<file path="src/rtl/key_debounce_pulse.sv">
// key_debounce_pulse
// Synchronises the raw active-low push button to Clk, debounces it in both
// directions and produces a registered debounced level plus one-cycle press
// (Pulse) and release (Release) strobes.
// Optional build macro KEY_AUTOREPEAT_EN: adds an auto-repeat counter so Pulse
// also fires after REPEAT_DELAY cycles held and then every REPEAT_PERIOD cycles.
module key_debounce_pulse #(
    parameter int unsigned DEBOUNCE_CYCLES = 500000,
    parameter int unsigned CNT_W           = 19,
    parameter int unsigned REPEAT_DELAY    = 25000000,
    parameter int unsigned REPEAT_PERIOD   = 10000000
) (
    input  logic Clk,
    input  logic Clr,
    input  logic KeyN,
    output logic Level,
    output logic Pulse,
    output logic Release
);

    // Reject parameter sets the counters cannot represent.
    if (DEBOUNCE_CYCLES < 1 || DEBOUNCE_CYCLES > (1 << CNT_W) - 1 ||
        REPEAT_PERIOD < 1 || REPEAT_PERIOD > REPEAT_DELAY) begin : g_bad_cfg
        $error("key_debounce_pulse: illegal parameter set");
    end

    localparam logic [CNT_W-1:0] CNT_LAST = CNT_W'(DEBOUNCE_CYCLES - 1);

    typedef enum logic [1:0] {
        IDLE  = 2'd0,
        ARM_P = 2'd1,
        HELD  = 2'd2,
        ARM_R = 2'd3
    } state_t;

    logic             s1;
    logic             key_s;
    state_t           state, state_n;
    logic [CNT_W-1:0] cnt, cnt_n;
    logic             level_n;
    logic             pulse_n;
    logic             release_n;

`ifdef KEY_AUTOREPEAT_EN
    localparam int unsigned RW = $clog2(REPEAT_DELAY + 1);
    localparam logic [RW-1:0] DLY_LAST = RW'(REPEAT_DELAY - 1);
    localparam logic [RW-1:0] PER_LAST = RW'(REPEAT_PERIOD - 1);

    logic [RW-1:0] rcnt, rcnt_n;
    logic          rphase, rphase_n;   // 0: waiting for first repeat, 1: periodic
`endif

    // Two-flop synchroniser, inverted so key_s = 1 means pressed.
    always_ff @(posedge Clk or posedge Clr) begin
        if (Clr) begin
            s1    <= 1'b0;
            key_s <= 1'b0;
        end else begin
            s1    <= ~KeyN;
            key_s <= s1;
        end
    end

    // State, counters and registered outputs.
    always_ff @(posedge Clk or posedge Clr) begin
        if (Clr) begin
            state   <= IDLE;
            cnt     <= '0;
            Level   <= 1'b0;
            Pulse   <= 1'b0;
            Release <= 1'b0;
`ifdef KEY_AUTOREPEAT_EN
            rcnt    <= '0;
            rphase  <= 1'b0;
`endif
        end else begin
            state   <= state_n;
            cnt     <= cnt_n;
            Level   <= level_n;
            Pulse   <= pulse_n;
            Release <= release_n;
`ifdef KEY_AUTOREPEAT_EN
            rcnt    <= rcnt_n;
            rphase  <= rphase_n;
`endif
        end
    end

    // Next-state, debounce counter and strobe decode.
    always_comb begin
        state_n   = state;
        cnt_n     = cnt;
        level_n   = Level;
        pulse_n   = 1'b0;
        release_n = 1'b0;
        case (state)
            IDLE: begin
                if (key_s) begin
                    state_n = ARM_P;
                    cnt_n   = '0;
                end
            end
            ARM_P: begin
                if (!key_s) begin
                    state_n = IDLE;
                end else if (cnt == CNT_LAST) begin
                    state_n = HELD;
                    level_n = 1'b1;
                    pulse_n = 1'b1;
                end else begin
                    cnt_n = cnt + 1'b1;
                end
            end
            HELD: begin
                if (!key_s) begin
                    state_n = ARM_R;
                    cnt_n   = '0;
                end
            end
            ARM_R: begin
                if (key_s) begin
                    state_n = HELD;
                end else if (cnt == CNT_LAST) begin
                    state_n   = IDLE;
                    level_n   = 1'b0;
                    release_n = 1'b1;
                end else begin
                    cnt_n = cnt + 1'b1;
                end
            end
            default: begin
                state_n = IDLE;
                cnt_n   = '0;
            end
        endcase

`ifdef KEY_AUTOREPEAT_EN
        // Repeat timer: restarted on acceptance, advances only while HELD,
        // frozen in ARM_R. After the first repeat it wraps on the period.
        rcnt_n   = rcnt;
        rphase_n = rphase;
        if (state == ARM_P && state_n == HELD) begin
            rcnt_n   = '0;
            rphase_n = 1'b0;
        end else if (state == HELD) begin
            if (rcnt == (rphase ? PER_LAST : DLY_LAST)) begin
                pulse_n  = 1'b1;
                rcnt_n   = '0;
                rphase_n = 1'b1;
            end else begin
                rcnt_n = rcnt + 1'b1;
            end
        end
`endif
    end

endmodule

</file>
<file path="config.mk">
export PLATFORM = sky130hd
export DESIGN_NAME = key_debounce_pulse
export DESIGN_NICKNAME = d
export VERILOG_FILES = /design/src/rtl/key_debounce_pulse.sv
export SDC_FILE = /design/constraint.sdc
export NUM_CORES = 1
export LEC_CHECK = 0
export ABC_CLOCK_PERIOD_IN_PS = 1600
export CAP_MARGIN = 15
export CORE_ASPECT_RATIO = 0.7
export CORE_MARGIN = 5
export CORE_UTILIZATION = 40
export CTS_CLUSTER_DIAMETER = 30
export DETAILED_ROUTE_END_ITERATION = 10
export PLACE_DENSITY = 0.63
export RECOVER_POWER = 50
export SETUP_SLACK_MARGIN = 0.15
export SYNTH_ARGS = -nofsm -noshare
export SYNTH_HDL_FRONTEND = slang
export SYNTH_SLANG_ARGS = --single-unit
</file>
<file path="constraint.sdc">
create_clock -name Clk -period 1.6 [get_ports Clk]
set_input_delay 0.32 -clock Clk [delete_from_list [all_inputs] [get_ports Clk]]
set_output_delay 0.32 -clock Clk [all_outputs]
set_load 0.01 [all_outputs]
</file>
==> metrics.cfg, run 1 <==
[run_status]
outcome=finished with violations
violations=setup timing

[power_and_ir_drop]
leakage_nw=1.093
ir_drop_uv=459.6
p_per_area_nw_per_um2=516.5

[cts]
clockBufferDepth=2
clock-sinks=26
hold_buffers=0
clock_latency_ps=270
path_clk_slew_ps=90
cts_tree=done
cts_root_buffer=clkbuf_8
cts_buffers=3
cts-htree-levels=1

[sta]
fin_ws_ps=-203.2
skew_ps=4.701
fmax_mhz=554.6
final-max-slew-violation-count=0
worst_pin_slew_ps=681.6
finalCriticalPeriod_ps=1803
min_period_over_period_pct=112.7
slew_headroom_pct=54.56
setup_viol=16
finalHoldViolCount=0
rsz0062_at_grt=yes

[critical_path]
worst-setup-path-type=reg -> reg
cp_max_fo=4
required_ps=1760
endpoint_kind=flip-flop
cp-start-kind=flip-flop
critical_path_arrival_ps=1970

[layout]
stdcell_count=274
diodes=0
nets=230
drive_above_1_share_pct=43.75
syn2layout_area_growth_pct=56.54

[placement]
pre_cts_ws_ps=-204.4
routabilityCongestion=0.8475
placed_cells=250
port_buffers=5
detailed_place_hpwl_mm=2.936

[die]
die_h_um=62.07
initial_core_util_pct=42.72
io_pins=6
fp.dieW_um=84.38
coreArea_um2=3626
num_rows=18
die-area_um2=5237

[yosys]
ys_ff_latch=26
avgSynthCellArea_um2=9.112
synth-seq-area-share_pct=42.00
yosys_warnings=0
synth_edf_count=0
syn-num-nets=174
synth_async_sr_flop_share_pct=100.0
ys_types=45
netlist_instances=170
ys.flop_type=dfrtp_1
synth_area_um2=1549

[detailed_routing]
routed_wl_mm=4.672
detail-route-antenna-nets=0
num_vias=1567
drtIter0Drc=114
viasPerCell=5.719
first_pass_iters=4
routedWlPerCell_um=17.05
drc=0

[run]
drv_cap=0

[global_route]
grt_antenna_before_repair=0
grt_pass1_wl_mm=7.665
grt_pass1_vias=1538
grt_max_degree=27
overflow=0
grtUsageTotal_pct=18.56

[worst_hold_path]
hold_class=reg -> reg

## cells in the final DEF, fill, tap and decap left out, types with 2 or more instances in the layout
master,netlist,final
a21boi_2,0,3
a221o_1,3,3
and4_4,0,2
and4b_1,2,2
buf_12,0,2
buf_4,0,41
buf_6,1,13
clkbuf_8,0,3
dfrtp_1,26,25
dlygate4sd2_1,0,2
dlygate4sd3_1,0,2
inv_1,6,6
mux2i_1,7,7
nand2_1,24,23
nand2b_1,3,2
nand3_1,8,6
nand3_4,0,2
nand4_1,5,5
nor2_1,9,8
nor3_1,6,4
nor3_2,1,2
nor4_4,0,2
o211a_1,2,2
o211ai_1,2,2
o21ai_0,9,5
o21ai_1,0,2
o31ai_1,6,2
o31ai_4,0,4
or4_1,7,3
or4_4,0,4
## report_power, final
part / switching (mW) / leakage [nW] / total, mW / internal, mW
registers: 0.0152 / 0.353 / 0.685 / 0.669
logic: 0.101 / 0.719 / 0.192 / 0.0906
clock network: 0.207 / 0.0216 / 0.376 / 0.169
total: 0.323 / 1.09 / 1.25 / 0.929
## synth_stat cells, types with 4 or more instances
master    instances  area (µm²)
nand2_1          24       90.09
inv_1             6       22.52
mux2i_1           7       70.07
o21ai_0           9       45.04
o31ai_1           6       45.04
nand4_1           5       31.28
clkbuf_1          6       22.52
nand3_1           8       40.04
nor3_1            6       30.03
dfrtp_1          26       650.6
nor2_1            9       33.78
a21boi_0          4       30.03
or4_1             7       52.55
## state kept, by name, summed over array words and instances, names as in the netlist, named ones only
name	count
s1	1
Level	1
cnt	19
state	1
Release	1
key_s	1
Pulse	1
## layer usage
layer	global-route usage, %	vias up	part of all wire [%]
li1	-	738	-
met1	25.12	770	45
met2	31.12	57	47
met3	4.743	2	8.2
met4	3.386	0	0.17
met5	0	-	0
## kinds of logic after synthesis
group / Yosys count / share of synthesized area, %
compound gates: 34 / 15.75
fa+ha+maj: 1 / 0.8076
buf+inv: 18 / 5.492
simple gates: 82 / 29.81
flops: 26 / 42.00
xor+xnor: 2 / 1.616
mux: 7 / 4.524
## final cells by class
| class | instances | area, µm² |
|---|---|---|
| Timing Repair Buffer | 63 | 576.8 |
| Clock buffer | 3 | 41.29 |
| Tap cell | 50 | 62.56 |
| Multi-Input combinational cell | 126 | 1070 |
| Fill cell | 259 | 1201 |
| Sequential cell | 26 | 651.9 |
| Inverter | 6 | 22.52 |
## critical path: stages, from the launching register on
cell and delay (ps):
dfrtp_1 430, nand4bb_1 190, or4_4 490, or2_4 300, a221o_1 290
## stage by stage
stage	total power, mW	hold slack, ps	TNS, ps	util, %	instance area, µm²
CTS	1.209	369.1	-1492	60.63	2198
detailed placement	0.8264	341.7	-1662	53.55	1942
floorplan	0.7649	331.2	-902.8	-	1613
global route	1.311	381.6	-2783	66.87	2425
finish	1.253	366.5	-1813	66.87	2425
global placement	0.8206	335.9	-1542	53.55	1942
## worst paths after layout
kind	from	to	slack [ps]	depth (start not counted)
worst max-delay path	cnt[7]	cnt[0]	-200	4
worst max register to register	cnt[7]	cnt[0]	-200	4
worst min-delay path	s1	key_s	370	0
worst min register to register	s1	key_s	370	0
max in group asynchronous	Clr	cnt[8]	460	3
min in group asynchronous	Clr	cnt[13]	670	3
## timing repair
action,in CTS,in global routing
endpoints found under the setup margin,25,25
pin swaps,12,16
gates resized for setup,30,31
buffers inserted,10,10
gates cloned,1,0
No activity file was read; power rests on OpenSTA's default activity.
==> inputs of run 2 (changes only) <==
Settings changed: CORE_UTILIZATION 40 to 54, PLACE_DENSITY 0.63 to 0.8.
==> run 2 against run 1 <==
Against the previous run:
- the flow still finishes with violations (setup timing)
- critical path depth grew 1
- register-to-register slack lost 60 ps
- worst setup slack lost 60 ps
- sequential power is essentially flat
- final cell count shrank 5.8%
- non-clock buffer count shrank 3
- clock skew shrank 2.6 ps
- worst hold slack lost 6.4 ps
- critical endpoint is now cnt[1]
- combinational power shrank 18%
==> metrics.cfg, run 2 (synthesis results as in run 1) <==
[layout]
final_cell_mix=37 x buf_4, 25 x dfrtp_1, 21 x nand2_1  ; was 41 x buf_4, 25 x dfrtp_1, 23 x nand2_1
nets=227  ; was 230
stdcell_count=258  ; was 274
fillCellCount=125  ; was 259
regArea_um2=651.9  ; unchanged
final_common_cell=buf_4  ; unchanged
largest_register_ffs=19  ; unchanged
largest-register=cnt  ; unchanged
syn2layout_area_growth_pct=51.05  ; was 56.54%
drive_above_1_share_pct=43.69  ; was 43.75%
diodes=0  ; unchanged
fin_util_pct=84.08  ; was 66.87%
multiInputGateArea_um2=1041  ; was 1070 µm²

[detailed_routing]
num_vias=1786  ; was 1,567
detail-route-antenna-nets=0  ; unchanged
drc=0  ; unchanged
routed_wl_mm=5.768  ; was 4.672 mm
viasPerCell=6.922  ; was 5.719
first_pass_iters=5  ; was 4
drtIter0Drc=226  ; was 114
routedWlPerCell_um=22.36  ; was 17.05 µm

[sta]
fin_ws_ps=-262.8  ; was -203.2 ps
skew_ps=2.077  ; was 4.701 ps
final-max-slew-violation-count=0  ; unchanged
finalHoldViolCount=0  ; unchanged
rsz0062_at_grt=yes  ; unchanged
min_period_over_period_pct=116.4  ; was 112.7%
worst_pin_slew_ps=670.3  ; was 681.6 ps
fmax_mhz=536.8  ; was 554.6 MHz
hold_ws_ps=360.1  ; was 366.5 ps
setup_viol=20  ; was 16
finalCriticalPeriod_ps=1863  ; was 1803 ps
slew_headroom_pct=55.32  ; was 54.56%

[global_route]
overflow=0  ; unchanged
grt_max_degree=27  ; unchanged
grt_pass1_wl_mm=8.528  ; was 7.665 mm
grt_pass1_vias=1777  ; was 1,538
grtUsageTotal_pct=28.67  ; was 18.56%
grt_antenna_before_repair=0  ; unchanged

[placement]
routabilityCongestion=0.9277  ; was 0.8475
detailed_place_hpwl_mm=3.101  ; was 2.936 mm
port_buffers=5  ; unchanged
pre_cts_ws_ps=-152.9  ; was -204.4 ps
placed_cells=240  ; was 250

[critical_path]
reg2reg_depth=5  ; was 4
endpoint_kind=flip-flop  ; unchanged
max_stage_delay_ps=480  ; was 490 ps
slowest_stage=or4_4  ; unchanged
rrSetupSlack_ps=-260  ; was -200 ps
cp_num_buf_inv=1  ; was 0
cp-start-kind=flip-flop  ; unchanged
critical_path_arrival_ps=2040  ; was 1970 ps
path_delay_family=simple AND/OR/NAND/NOR gates  ; unchanged
worst-setup-path-type=reg -> reg  ; unchanged
cp_max_fo=4  ; unchanged
required_ps=1770  ; was 1760 ps
r2r_start=cnt[7]  ; unchanged
path_cells=nand4bb_1 > or4_4 > or2_4 > buf_6 > o211ai_1  ; was nand4bb_1 > or4_4 > or2_4 > a221o_1
r2r_end=cnt[1]  ; was cnt[0]

[worst_hold_path]
min_to=key_s  ; unchanged
hold_class=reg -> reg  ; unchanged
hold_depth=0  ; unchanged
hold_start=s1  ; unchanged

[die]
coreArea_um2=2783  ; was 3626 µm²
io_pins=6  ; unchanged
fp.dieW_um=74.02  ; was 84.38 µm
initial_core_util_pct=55.67  ; was 42.72%
num_rows=16  ; was 18
die_h_um=54.81  ; was 62.07 µm
die-area_um2=4057  ; was 5237 µm²

[power_and_ir_drop]
p_per_area_nw_per_um2=540.3  ; was 516.5 nW/µm²
ir_drop_uv=454.4  ; was 459.6 µV
power_mw=1.264  ; was 1.253 mW
leakage_nw=1.099  ; was 1.093 nW

[cts]
clockBufferDepth=2  ; unchanged
cts-htree-levels=1  ; unchanged
clock_latency_ps=270  ; about the same
cts_tree=done  ; unchanged
cts_buffers=3  ; unchanged
path_clk_slew_ps=90  ; about the same
cts_root_buffer=clkbuf_8  ; unchanged
clock-sinks=26  ; unchanged

[run_status]
violations=setup timing  ; unchanged
outcome=finished with violations  ; unchanged

[run]
drv_cap=0  ; unchanged

==> run 2: worst reg2reg max path, cell delays in order, from the launching register on <==
cell	delay, ps
dfrtp_1	440
nand4bb_1	230
or4_4	480
or2_4	280
buf_6	120
o211ai_1	210
==> run 2: layout make-up <==
cell class              instances  area share, %
clock buffers                   4          2.353
inverters                       6         0.9626
multi-input cells             126          44.49
flip-flops and latches         26          27.86
well taps                      36          1.925
repair buffers                 60          22.41
==> run 2: through the flow <==
| step | setup TNS, ps | cell area, µm² |
|---|---|---|
| 3_3_place_gp | -686.1 | 1942 |
| 5_1_grt | -4133 | 2340 |
| 4_1_cts | -1075 | 2191 |
| 2_1_floorplan | -902.8 | 1613 |
| 6_report | -3202 | 2340 |
| 3_5_place_dp | -1448 | 1942 |
==> run 2: worst max-delay path by stage <==
stage | start | to | slack (ps) | depth (start not counted)
2_1_floorplan | cnt[5] | Pulse | -150 | 5
3_3_place_gp | cnt[5] | Pulse | -90 | 4
3_5_place_dp | cnt[5] | cnt[14] | -150 | 5
4_1_cts | cnt[5] | Release | -140 | 4
5_1_grt | cnt[7] | cnt[4] | -270 | 5
6_report | cnt[7] | cnt[1] | -260 | 5
==> run 2: metal layers <==
metal / vias to the layer above / share of wire, % / global-route usage [%]
met2: 160 / 46 / 50.15
li1: 733 / - / -
met1: 841 / 36 / 32.73
met3: 52 / 11 / 8.807
met4: 0 / 7.1 / 12.65
met5: - / 0 / 0
==> run 2: repair_timing <==
item / in CTS / in global routing
hold buffers: 0 / 0
setup endpoints to repair: 26 / 25
setup buffers: 8 / 6
hold endpoints to repair: 0 / 0
resized for setup: 35 / 29
pin swaps: 21 / 12
==> run 2: where the power goes <==
group	internal (mW)	leakage, nW	total (mW)	switching, mW
clock	0.220	0.0288	0.424	0.204
sequential	0.669	0.353	0.682	0.0130
combinational	0.0634	0.717	0.158	0.0942
==> inputs of run 3 (changes only) <==
Settings changed: CORE_UTILIZATION 54 to 56, DONT_BUFFER_PORTS set to 1, PLACE_DENSITY 0.8 to 0.79.
==> run 3 against run 2 <==
Against the previous run:
- the run still ends with setup timing left
- combinational power is 13% higher
- die area decreased by 3.0%
- first-iteration DRC count rose by 16%
- power grew 2.9%
- clock skew grew 3.4 ps
- flip-flop and latch count stayed put
==> metrics.cfg, run 3 (synthesis results as in run 1) <==
[layout]
largest_register_ffs=19  ; unchanged
final_common_cell=buf_4  ; unchanged
drive_above_1_share_pct=44.44  ; was 43.69%
diodes=0  ; unchanged
largest-register=cnt  ; unchanged
nets=221  ; was 227
final_cell_mix=35 x buf_4, 24 x dfrtp_1, 22 x nand2_1  ; was 37 x buf_4, 25 x dfrtp_1, 21 x nand2_1
syn2layout_area_growth_pct=47.90  ; was 51.05%

[placement]
port_buffers=0  ; was 5
detailed_place_hpwl_mm=2.978  ; was 3.101 mm
pre_cts_ws_ps=-189.2  ; was -152.9 ps
routabilityCongestion=0.8764  ; was 0.9277

[critical_path]
r2r_end=cnt[8]  ; was cnt[1]
rrSetupSlack_ps=-280  ; was -260 ps
r2r_start=cnt[0]  ; was cnt[7]
crit_top_cell=buf_6
cp_num_buf_inv=3  ; was 1
max_stage_delay_ps=440  ; was 480 ps
slowest_stage=dfrtp_1  ; was or4_4
path_cells=ha_4 > buf_4 > buf_6 > nand4_1 > buf_6 > o21ai_0 > nand2_1 > a22o_1  ; was nand4bb_1 > or4_4 > or2_4 > buf_6 > o211ai_1
reg2reg_depth=8  ; was 5
worst-setup-path-type=reg -> reg  ; unchanged
cp-start-kind=flip-flop  ; unchanged
path_delay_family=flip-flops  ; was simple AND/OR/NAND/NOR gates
endpoint_kind=flip-flop  ; unchanged
critical_path_arrival_ps=2050  ; was 2040 ps
cp_max_fo=3  ; was 4
required_ps=1770  ; about the same

[sta]
fin_ws_ps=-278.3  ; was -262.8 ps
slew_headroom_pct=56.32  ; was 55.32%
fmax_mhz=532.4  ; was 536.8 MHz
min_period_over_period_pct=117.4  ; was 116.4%
final-max-slew-violation-count=0  ; unchanged
worst_pin_slew_ps=655.2  ; was 670.3 ps
setup_viol=18  ; was 20
rsz0062_at_grt=yes  ; unchanged
skew_ps=5.445  ; was 2.077 ps
finalHoldViolCount=0  ; unchanged
finalCriticalPeriod_ps=1878  ; was 1863 ps
tns_ps=-2008  ; was -3202 ps

[detailed_routing]
viasPerCell=7.214  ; was 6.922
detail-route-antenna-nets=0  ; unchanged
routed_wl_mm=5.730  ; was 5.768 mm
drc=0  ; unchanged
routedWlPerCell_um=22.74  ; was 22.36 µm
drtIter0Drc=262  ; was 226
first_pass_iters=5  ; unchanged
num_vias=1818  ; was 1,786

[die]
num_rows=16  ; unchanged
io_pins=6  ; unchanged
initial_core_util_pct=56.89  ; was 55.67%
fp.dieW_um=72.86  ; was 74.02 µm
die-area_um2=3934  ; was 4057 µm²
coreArea_um2=2723  ; was 2783 µm²
die_h_um=54  ; was 54.81 µm

[cts]
clock-sinks=26  ; unchanged
clockBufferDepth=2  ; unchanged
clock_latency_ps=280  ; was 270 ps
path_clk_slew_ps=90  ; about the same
cts_tree=done  ; unchanged
cts_buffers=3  ; unchanged
cts-htree-levels=1  ; unchanged
cts_root_buffer=clkbuf_8  ; unchanged

[run]
drv_cap=0  ; unchanged

[global_route]
grt_antenna_before_repair=0  ; unchanged
grtUsageTotal_pct=27.10  ; was 28.67%
grt_pass1_vias=1627  ; was 1,777
grt_pass1_wl_mm=7.948  ; was 8.528 mm
overflow=0  ; unchanged
grt_max_degree=27  ; unchanged

[worst_hold_path]
hold_depth=1  ; was 0
hold_class=in -> reg  ; was reg -> reg
hold_start=KeyN  ; was s1
min_to=s1  ; was key_s

[run_status]
outcome=finished with violations  ; unchanged
violations=setup timing  ; unchanged

[power_and_ir_drop]
p_per_area_nw_per_um2=567.6  ; was 540.3 nW/µm²
ir_drop_uv=530.2  ; was 454.4 µV
leakage_nw=1.052  ; was 1.099 nW
power_mw=1.300  ; was 1.264 mW

run 3: timing repair:
item	CTS	global route
hold buffers	1	0
resized for setup	32	32
pin swaps	14	18
endpoints found under the hold margin	26	0
setup buffers	8	5
endpoints found under the setup margin	21	24
run 3: final cells by class:
class / count / area [µm²]
inverter: 6 / 22.52
sequential: 26 / 653.1
tap: 36 / 45.04
fill: 134 / 431.7
multi-input combinational: 126 / 1046
timing repair buffer: 54 / 469.2
clock buffer: 4 / 55.05
run 3: how the worst max path moves through the flow:
stage,startpoint,to,slack [ps],cells after the start
final,cnt[0],cnt[8],-280,8
after global routing,cnt[0],cnt[8],-330,8
after CTS,cnt[5],Pulse,-180,4
after detailed placement,cnt[5],Pulse,-190,4
after global placement,cnt[5],Pulse,-140,4
after floorplan,cnt[5],Pulse,-150,5
run 3: stage by stage:
stage | hold WS [ps] | util [%] | cells | cell area (µm²)
2_1_floorplan | 331.2 | - | 170 | 1613
3_5_place_dp | 287.2 | 69.21 | 234 | 1884
4_1_cts | 97.42 | 78.13 | 247 | 2127
6_report | 95.39 | 84.15 | 252 | 2291
3_3_place_gp | 283.5 | 69.21 | 234 | 1884
5_1_grt | 92.38 | 84.15 | 252 | 2291
run 3: metal layers:
metal  GRT usage (%)  wire (µm)  part of all wire [%]  vias to the layer above
met2           44.91       2561                    45                      165
met5               0          0                     0                        -
met3           5.224        548                   9.6                       68
li1                -          -                     -                      724
met4           11.04        503                   8.8                        0
met1           35.18       2117                    37                      861
run 3: power by group:
part           internal (mW)  switching [mW]  total [mW]
clock network          0.221           0.216       0.436
logic                 0.0747           0.104       0.178
registers              0.669          0.0162       0.686
==> edit: new RTL, config.mk and constraints of run 2 <==
The 4 states of `state_t` get a one-hot encoding in 4 bits.
--- a/src/rtl/key_debounce_pulse.sv
+++ b/src/rtl/key_debounce_pulse.sv
@@ -26,11 +26,11 @@
 
     localparam logic [CNT_W-1:0] CNT_LAST = CNT_W'(DEBOUNCE_CYCLES - 1);
 
-    typedef enum logic [1:0] {
-        IDLE  = 2'd0,
-        ARM_P = 2'd1,
-        HELD  = 2'd2,
-        ARM_R = 2'd3
+    typedef enum logic [3:0] {
+        IDLE  = 4'b0001,
+        ARM_P = 4'b0010,
+        HELD  = 4'b0100,
+        ARM_R = 4'b1000
     } state_t;
 
     logic             s1;
Function: no difference found for any inputs over 10 cycles, from zero or initial values; not proved beyond that.
==> edit against run 2 <==
Worst setup slack got worse by 0.034 ns; largest cell class unchanged; routed wire length rose by 44%; cell area rose by 21%; the run still ends with negative setup slack left; critical path depth rose by 2; critical path type unchanged; area after synthesis rose by 18%; sequential share of layout area fell by 2.8 points; clock skew rose by 0.011 ns; sequential cell count rose by 2.
Power is not compared: it rests on default switching activity, and its combinational part moved more than twofold at a synthesized area within 25%.
==> edit: results (changes against run 2) <==
outcome complete, but fails checks; failing checks negative setup slack; grt met2 use 0.4637 (-0.03774); total track usage 0.3037 (+0.01701); number of nets produced by synthesis 193 (+11%); setup violation total in the final timing report 26 (+30%); wire length on met1 2.936 mm (+42%); initial detailed-routing violation count 438 (+94%); total wire length after detailed routing 8.326 mm (+44%); syn avg cell area 9.652 sq um (+5.9%); arrival time at the worst endpoint 2.08 ns (+0.04 ns); clock transition time at the flip-flop clock pins of the worst setup and hold paths 0.11 ns (+0.02 ns); global routing met1 resource utilization 0.3979 (+0.07058); post-route worst setup slack -0.2968 ns (-0.03398 ns); global-route wire length before repair 10.66 mm (+25%); length of routed met3 wiring 1.159 mm (+90%); final setup skew 0.01279 ns (+0.01071 ns); worst-path maximum fanout 5 (+1); routed length per placed instance 27.57 um (+23%); Worst-Skew Late Latency 0.29 ns (+0.02 ns); highest-delay cell along the critical path sky130_fd_sc_hd__dfrtp_2; synth cell count leaders sky130_fd_sc_hd__dfrtp_1 (27), sky130_fd_sc_hd__nand2_1 (13), sky130_fd_sc_hd__o21ai_0 (12), sky130_fd_sc_hd__a21oi_1 (9); WL met2 3.493 mm (+30%); Cell variety after synth 61 (+36%); last weighted congestion value of the routability-driven placer 0.8808 (-5.1%); tightest slew margin relative to the limit 0.5270 (-0.02620); number of cells in the design after placement 281 (+17%); Via Count 2258 (+26%); Detail Placement HPWL 4.116 mm (+33%); vias in the first global route 2008 (+13%); number of nets in the finished design 269 (+19%); count of H-tree levels built during CTS 1 (unchanged)
-- edit: changes by cell type in the layout (fill, tap and decap cells not counted), sizes merged, moves of 6 or more --
cell	run 2	this run
or4	7	1
o21ai	9	17
buf	54	74
a21oi	2	10
a31oi	1	7
mux2i	7	1
nand2	24	16
-- edit: final cells by class --
cell class                      count  area, sq um
Clock inverter                      1        30.03
Clock buffer                        3        41.29
Sequential cell                    28        713.2
Fill cell                         130        347.8
Tap cell                           38        47.55
Multi-Input combinational cell    144         1320
Timing Repair Buffer               80        660.6
Inverter                            8        30.03
-- edit: what timing repair did --
item                                    in CTS  in global routing
buffers inserted                            13                  4
resized for setup                           48                 23
endpoints found under the setup margin      29                 26
cloned                                       0                  0
pin swaps                                   23                 15
-- edit: final timing paths --
path	cells past startpoint	from	endpoint	slack, ns
worst max-delay path	7	cnt[9]	cnt[6]	-0.30
worst min-delay path	0	s1	key_s	0.36
worst max register to register	7	cnt[9]	cnt[6]	-0.30
worst min register to register	0	s1	key_s	0.36
max in group asynchronous	3	Clr	key_s	0.39
min in group asynchronous	3	Clr	state[3]	0.70
-- edit: logic make-up after synthesis --
family,after synthesis,synth area share
AOI/OAI and AO/OA,59,0.2353
xor gates and xnor gates,3,0.01852
adders and majority gates,1,0.006858
buffers and inverters,17,0.04732
DFF,28,0.3848
muxes,1,0.005487
and+or+nand+nor,80,0.3018
-- edit: stage by stage --
stage	hold slack, ns	util	worst slack [ns]	total power, uW	cell area [sq um]
6_report	0.3601	0.8910	-0.2968	1685	2843
5_1_grt	0.3854	0.8910	-0.3335	1716	2843
4_1_cts	0.3614	0.8467	-0.1121	1591	2701
3_5_place_dp	0.3403	0.7427	-0.2254	1014	2370
3_3_place_gp	0.3366	0.7427	-0.1223	1001	2370
2_1_floorplan	0.3312	-	-0.09892	889.9	1892
